==> config.mk <==
export PLATFORM = sky130hd
export DESIGN_NAME = seq_slice_adder_ctrl
export DESIGN_NICKNAME = d
export VERILOG_FILES = /design/src/rtl/seq_slice_adder_ctrl.sv
export SDC_FILE = /design/constraint.sdc
export NUM_CORES = 1
export LEC_CHECK = 0
export BUFFER_PORTS_ARGS = -buffer_cell sky130_fd_sc_hd__buf_2
export CORE_AREA = 2 2 99 196
export CTS_CLUSTER_DIAMETER = 60
export CTS_CLUSTER_SIZE = 40
export DETAILED_ROUTE_END_ITERATION = 10
export DIE_AREA = 0 0 101 198
export PLACE_DENSITY = 0.77
export SYNTH_ARGS = -nofsm -noshare
export SYNTH_HDL_FRONTEND = slang
export SYNTH_SLANG_ARGS = --single-unit
==> constraint.sdc <==
create_clock -name clk -period 2.1 [get_ports clk]
set_clock_uncertainty 0.05 [all_clocks]
set_input_delay 0 -clock clk [delete_from_list [all_inputs] [get_ports clk]]
set_output_delay 0 -clock clk [all_outputs]
set_load 0.03 [all_outputs]
==> src/rtl/seq_slice_adder_ctrl.sv <==
// Sequential N-bit adder built from one W-bit slice, LSB chunk first, with valid/ready on both sides.
// Optional build macro SEQ_SLICE_ADDER_SUB_EN adds a 'sub' input for a - b (c_out=1 means no borrow).
module seq_slice_adder_ctrl #(
    parameter int N = 64,
    parameter int W = 8
) (
    input  logic         clk,
    input  logic         rst_n,
`ifdef SEQ_SLICE_ADDER_SUB_EN
    input  logic         sub,
`endif
    input  logic         in_valid,
    output logic         in_ready,
    input  logic [N-1:0] a,
    input  logic [N-1:0] b,
    input  logic         c_in,
    output logic         out_valid,
    input  logic         out_ready,
    output logic [N-1:0] sum,
    output logic         c_out,
    output logic         busy
);

    localparam int CHUNKS = N / W;
    localparam int CNT_W  = $clog2(CHUNKS + 1);

    typedef enum logic [1:0] {IDLE, RUN, DONE} state_t;

    state_t             state, state_nxt;
    logic               armed;
    logic [CNT_W-1:0]   cnt;
    logic [N-1:0]       a_sh, b_sh, res;
    logic               carry, cout_q;
    logic [W:0]         slice;
    logic [N-1:0]       b_load;
    logic               carry_load;
    logic               accept, last;

`ifdef SEQ_SLICE_ADDER_SUB_EN
    // Subtraction is a + ~b + 1; the caller's c_in is discarded in that mode.
    assign b_load     = sub ? ~b : b;
    assign carry_load = sub | c_in;
`else
    assign b_load     = b;
    assign carry_load = c_in;
`endif

    assign slice  = {1'b0, a_sh[W-1:0]} + {1'b0, b_sh[W-1:0]} + {{W{1'b0}}, carry};
    assign last   = (state == RUN) && (cnt == CNT_W'(CHUNKS - 1));
    assign accept = in_valid && in_ready;
    assign sum    = res;
    assign c_out  = cout_q;

    // 'armed' keeps in_ready low until the first clock edge after reset release.
    always_ff @(posedge clk or negedge rst_n) begin
        if (!rst_n) begin
            state <= IDLE;
            armed <= 1'b0;
        end else begin
            // NOTE: sequential state uses non-blocking assignments so every flop samples pre-edge values.
            state <= state_nxt;
            armed <= 1'b1;
        end
    end

    always_comb begin
        // NOTE: every output of this block gets a default first, so no path can infer a latch.
        state_nxt = state;
        in_ready  = 1'b0;
        out_valid = 1'b0;
        busy      = 1'b0;
        case (state)
            IDLE: begin
                in_ready = armed;
                if (in_valid && armed) state_nxt = RUN;
            end
            RUN: begin
                busy = 1'b1;
                if (last) state_nxt = DONE;
            end
            DONE: begin
                busy      = 1'b1;
                out_valid = 1'b1;
                if (out_ready) state_nxt = IDLE;
            end
            default: state_nxt = IDLE;
        endcase
    end

    // NOTE: the datapath registers are cleared on reset so an aborted operation never leaves a partial sum visible.
    always_ff @(posedge clk or negedge rst_n) begin
        if (!rst_n) begin
            cnt    <= '0;
            a_sh   <= '0;
            b_sh   <= '0;
            res    <= '0;
            carry  <= 1'b0;
            cout_q <= 1'b0;
        end else if (accept) begin
            a_sh  <= a;
            b_sh  <= b_load;
            carry <= carry_load;
            cnt   <= '0;
        end else if (state == RUN) begin
            a_sh  <= a_sh >> W;
            b_sh  <= b_sh >> W;
            res   <= (res >> W) | (N'(slice[W-1:0]) << (N - W));
            carry <= slice[W];
            cnt   <= cnt + 1'b1;
            if (last) cout_q <= slice[W];
        end
    end

endmodule

==> flow_summary.toml <==
[yosys]
yosysTopAreaCell = "sky130_fd_sc_hd__dfrtp_1"
instance_count_of_the_mapped_netlist = 777
synth_top_area_cells = "sky130_fd_sc_hd__dfrtp_1 (56%), sky130_fd_sc_hd__mux2i_1 (13%), sky130_fd_sc_hd__mux2_2 (7.7%)"
yosys_warnings = 0
post_synth.cell_area_avg_sq_um = 11.50
ys_seq_area_frac = 0.5628
synth_top_flop_cell = "sky130_fd_sc_hd__dfrtp_1"
number_of_enable_flip_flop_cells_after_synthesis = 0
synth_async_reset_ratio = 1.000
synth_area_sq_mm = 0.008937
synth-seq-cells = 201
yosys.area.top_type_share = 0.5628
synthesized_netlist_net_count = 924
synth_cell_type_count = 39

[die]
floorplan.io_pins = 201
initial_utilization = 0.4791
core_area_sq_mm = 0.01866
die_w_microns = 101
die-area_sq_mm = 0.02000
num_rows = 71
die_h_microns = 198

[pwr]
power.switching_mw = 7.310
power.share.combinational = 0.488
total_power_mw = 17.92
power.leakage_nw = 5.630
internal_power_mw = 10.61
switching_share = 0.4079
power.sequential.fraction = 0.384
vdd_drop_max_uv = 1053
clock_power_share = 0.128
power_density_mw_per_mm2 = 1503

[worst_setup_path]
r2r_setup_slack_ns = -0.12
critPathMaxStageDelay_ns = 0.43
worstPathCellList = "fa_2 > fa_2 > a21o_1 > a221oi_2 > xnor2_1 > mux2_4"
worstPathArrival_ns = 2.54
worst_r2r_path_depth = 6
critPathMaxFanout = 2
critical_path_required_ns = 2.42
cp_num_buf_inv = 0
cp_common_cell = "sky130_fd_sc_hd__fa_2"
timing.rr.end = "sum[62]"
worstSetupEndpointType = "flip-flop"
crit_type = "flip-flop to flip-flop"
worstReg2RegStart = "a_sh[0]"
timing.critical_path.max_delay_family = "adder cells"
cp_slowest_cell = "sky130_fd_sc_hd__dfrtp_1"
critical_path.startpoint_type = "flip-flop"

[finish]
design.final.nets = 1237
drive_above_1_share = 0.2797
area_growth_syn_to_layout_pct = 33.42
postLayoutCoreUtil = 0.6392
layout.cell_area.non_filler_sq_mm = 0.01192
finish.cell_count_without_fillers = 1316

[detailed_routing]
post_drt_via_cell_ratio = 5.363
wl_per_cell_microns = 18.01
postRouteAntennaNets = 0
routed_wirelength_microns = 23710
drt_drc_violations_left = 0
drt_pre_antenna_iters = 4
via_count = 7058
detail_route.iter0.violations = 320

[sta]
hold_viol = 0
layout_worst_path_cycle_share = 1.058
final-max-slew-violation-count = 0
worst_hold_slack_ns = 0.02117
finalSetupViolations = 3
timing.max_slew.rel_slack = 0.6425
grt_setup_unrepaired = "yes"
worst_pin_slew_ns = 0.5345
minimum_setup_slack_in_the_final_design_ns = -0.1222
achievable-frequency_ghz = 0.4500
post-route-min-period_ns = 2.222

[global_routing]
grt_overflow = 0
antenna_found_initial = 2
groute.usage.overall = 0.2395
grt_start_max_net_pins = 77
global_route_wire_length_before_repair_microns = 37580
number_of_global_route_vias_before_repair = 7326

[clocking]
cts.sink_count = 201
cts.reportedPaths.clkPinSlew_ns = 0.13
insertion_delay_ns = 0.48
clock_tree_from_tritoncts = "built"
clockRootBuffer = "sky130_fd_sc_hd__clkbuf_16"
cts_buffers = 10
cts_buffer_depth = 3
ctsHtreeMaxLevel = 1

[placement]
placement.io_buffers = 200
post-dp-hpwl_microns = 14710
place.gp.congestion = 0.7697
total_cell_area_at_the_placement_stage_sq_mm = 0.01021
place.detailed.instances = 1160

[worst_hold_path]
hp-class = "input port to flip-flop"
min_delay_worst_endpoint = "b_sh[4]"
instance_count_along_the_most_critical_hold_path = 4
hold_path.startpoint = "in_valid"

[outcome]
outcome = "finished, violations left"
violations = "setup timing"

[run]
max_cap_viol_count = 0
-- area by class of cell --
type / instances / area, sq um
Fill cell: 1432 / 6731
Sequential cell: 201 / 5030
Multi-Input combinational cell: 519 / 3652
Timing Repair Buffer: 353 / 2606
Clock buffer: 11 / 275.3
Tap cell: 219 / 274.0
Clock inverter: 5 / 60.06
Inverter: 5 / 18.77
Antenna cell: 3 / 7.507
-- power by group through the flow --
stage                     combinational, mW  sequential [mW]  clock [mW]
after CTS                              8.63             6.86        2.36
after detailed placement               8.40             6.94           0
final                                  8.75             6.88        2.30
after global placement                 8.13             6.86           0
after floorplan                        5.27             7.77           0
after global routing                   9.54             7.08        2.50
-- worst min-delay path, cell delays in order --
cell                      delay [ns]
sky130_fd_sc_hd__buf_2          0.11
sky130_fd_sc_hd__and3_4         0.25
sky130_fd_sc_hd__nand2_1        0.10
sky130_fd_sc_hd__o21ai_0        0.06
-- cells in the mapped netlist (2+ instances only) --
cell	instances
sky130_fd_sc_hd__nand2b_1	18
sky130_fd_sc_hd__o21ai_0	129
sky130_fd_sc_hd__nor2_1	8
sky130_fd_sc_hd__ha_1	12
sky130_fd_sc_hd__clkbuf_1	20
sky130_fd_sc_hd__and3_1	2
sky130_fd_sc_hd__buf_4	12
sky130_fd_sc_hd__a21boi_0	2
sky130_fd_sc_hd__o21a_1	2
sky130_fd_sc_hd__inv_1	5
sky130_fd_sc_hd__nand4_1	2
sky130_fd_sc_hd__o2111ai_1	2
sky130_fd_sc_hd__a31oi_1	2
sky130_fd_sc_hd__a21o_1	2
sky130_fd_sc_hd__nand2_1	132
sky130_fd_sc_hd__xor2_1	3
sky130_fd_sc_hd__buf_2	20
sky130_fd_sc_hd__fa_1	2
sky130_fd_sc_hd__nand3b_1	3
sky130_fd_sc_hd__mux2_2	61
sky130_fd_sc_hd__a21oi_1	5
sky130_fd_sc_hd__mux2i_1	113
sky130_fd_sc_hd__dfrtp_1	201
sky130_fd_sc_hd__xnor2_1	4
-- kinds of logic after synthesis --
| group | after synthesis | synth area share |
|---|---|---|
| fa+ha+maj | 14 | 0.02128 |
| buf+inv | 57 | 0.03178 |
| mux | 175 | 0.2051 |
| compound gates | 151 | 0.09058 |
| other cells | 1 | 0.0004196 |
| flops | 201 | 0.5628 |
| simple gates | 171 | 0.08120 |
| xor+xnor | 7 | 0.006860 |
-- state kept, by name, indices dropped and copies added, names as in the netlist --
register and cells:
sum 64, cnt 4, armed 1, c_out 1, b_sh 64, state 2, a_sh 64, carry 1
-- cells in the final DEF (no fill, tap or decap), drive strengths merged, types with 7 or more instances in the layout --
| master | count |
|---|---|
| buf | 218 |
| clkbuf | 12 |
| dfrtp | 201 |
| dlygate4sd3 | 134 |
| ha | 12 |
| inv | 7 |
| mux2 | 62 |
| mux2i | 113 |
| nand2 | 132 |
| nand2b | 18 |
| nor2 | 8 |
| o21ai | 130 |
-- stage by stage --
stage,setup TNS [ns],setup WS [ns]
final,-0.1302,-0.1222
after global routing,-0.3419,-0.1836
after CTS,-0.09778,-0.09778
after detailed placement,-0.09762,-0.09762
after global placement,-0.06375,-0.06375
after floorplan,-0.001767,-0.001767
-- repair_timing --
item,in CTS,in global routing
gates resized for setup,0,2
hold endpoints to repair,331,0
setup endpoints to repair,2,4
pin swaps,4,1
hold buffers,134,0
setup buffers,1,2
-- worst max path at each step --
stage / start / end / slack [ns] / cells past startpoint
6_report: a_sh[0] / sum[62] / -0.12 / 6
5_1_grt: a_sh[0] / sum[62] / -0.18 / 6
4_1_cts: a_sh[0] / sum[62] / -0.1 / 6
3_5_place_dp: carry / sum[62] / -0.1 / 6
3_3_place_gp: carry / sum[62] / -0.06 / 6
2_1_floorplan: carry / sum[62] / -0.002 / 6
-- metal layers --
metal | global-route usage | vias to the layer above | share of wire
met5 | 0 | - | 0
met4 | 0.1496 | 0 | 0.065
met3 | 0.02647 | 84 | 0.040
met2 | 0.4309 | 263 | 0.54
met1 | 0.2625 | 3400 | 0.35
li1 | - | 3311 | -
Power figures use the tool's default switching activity.
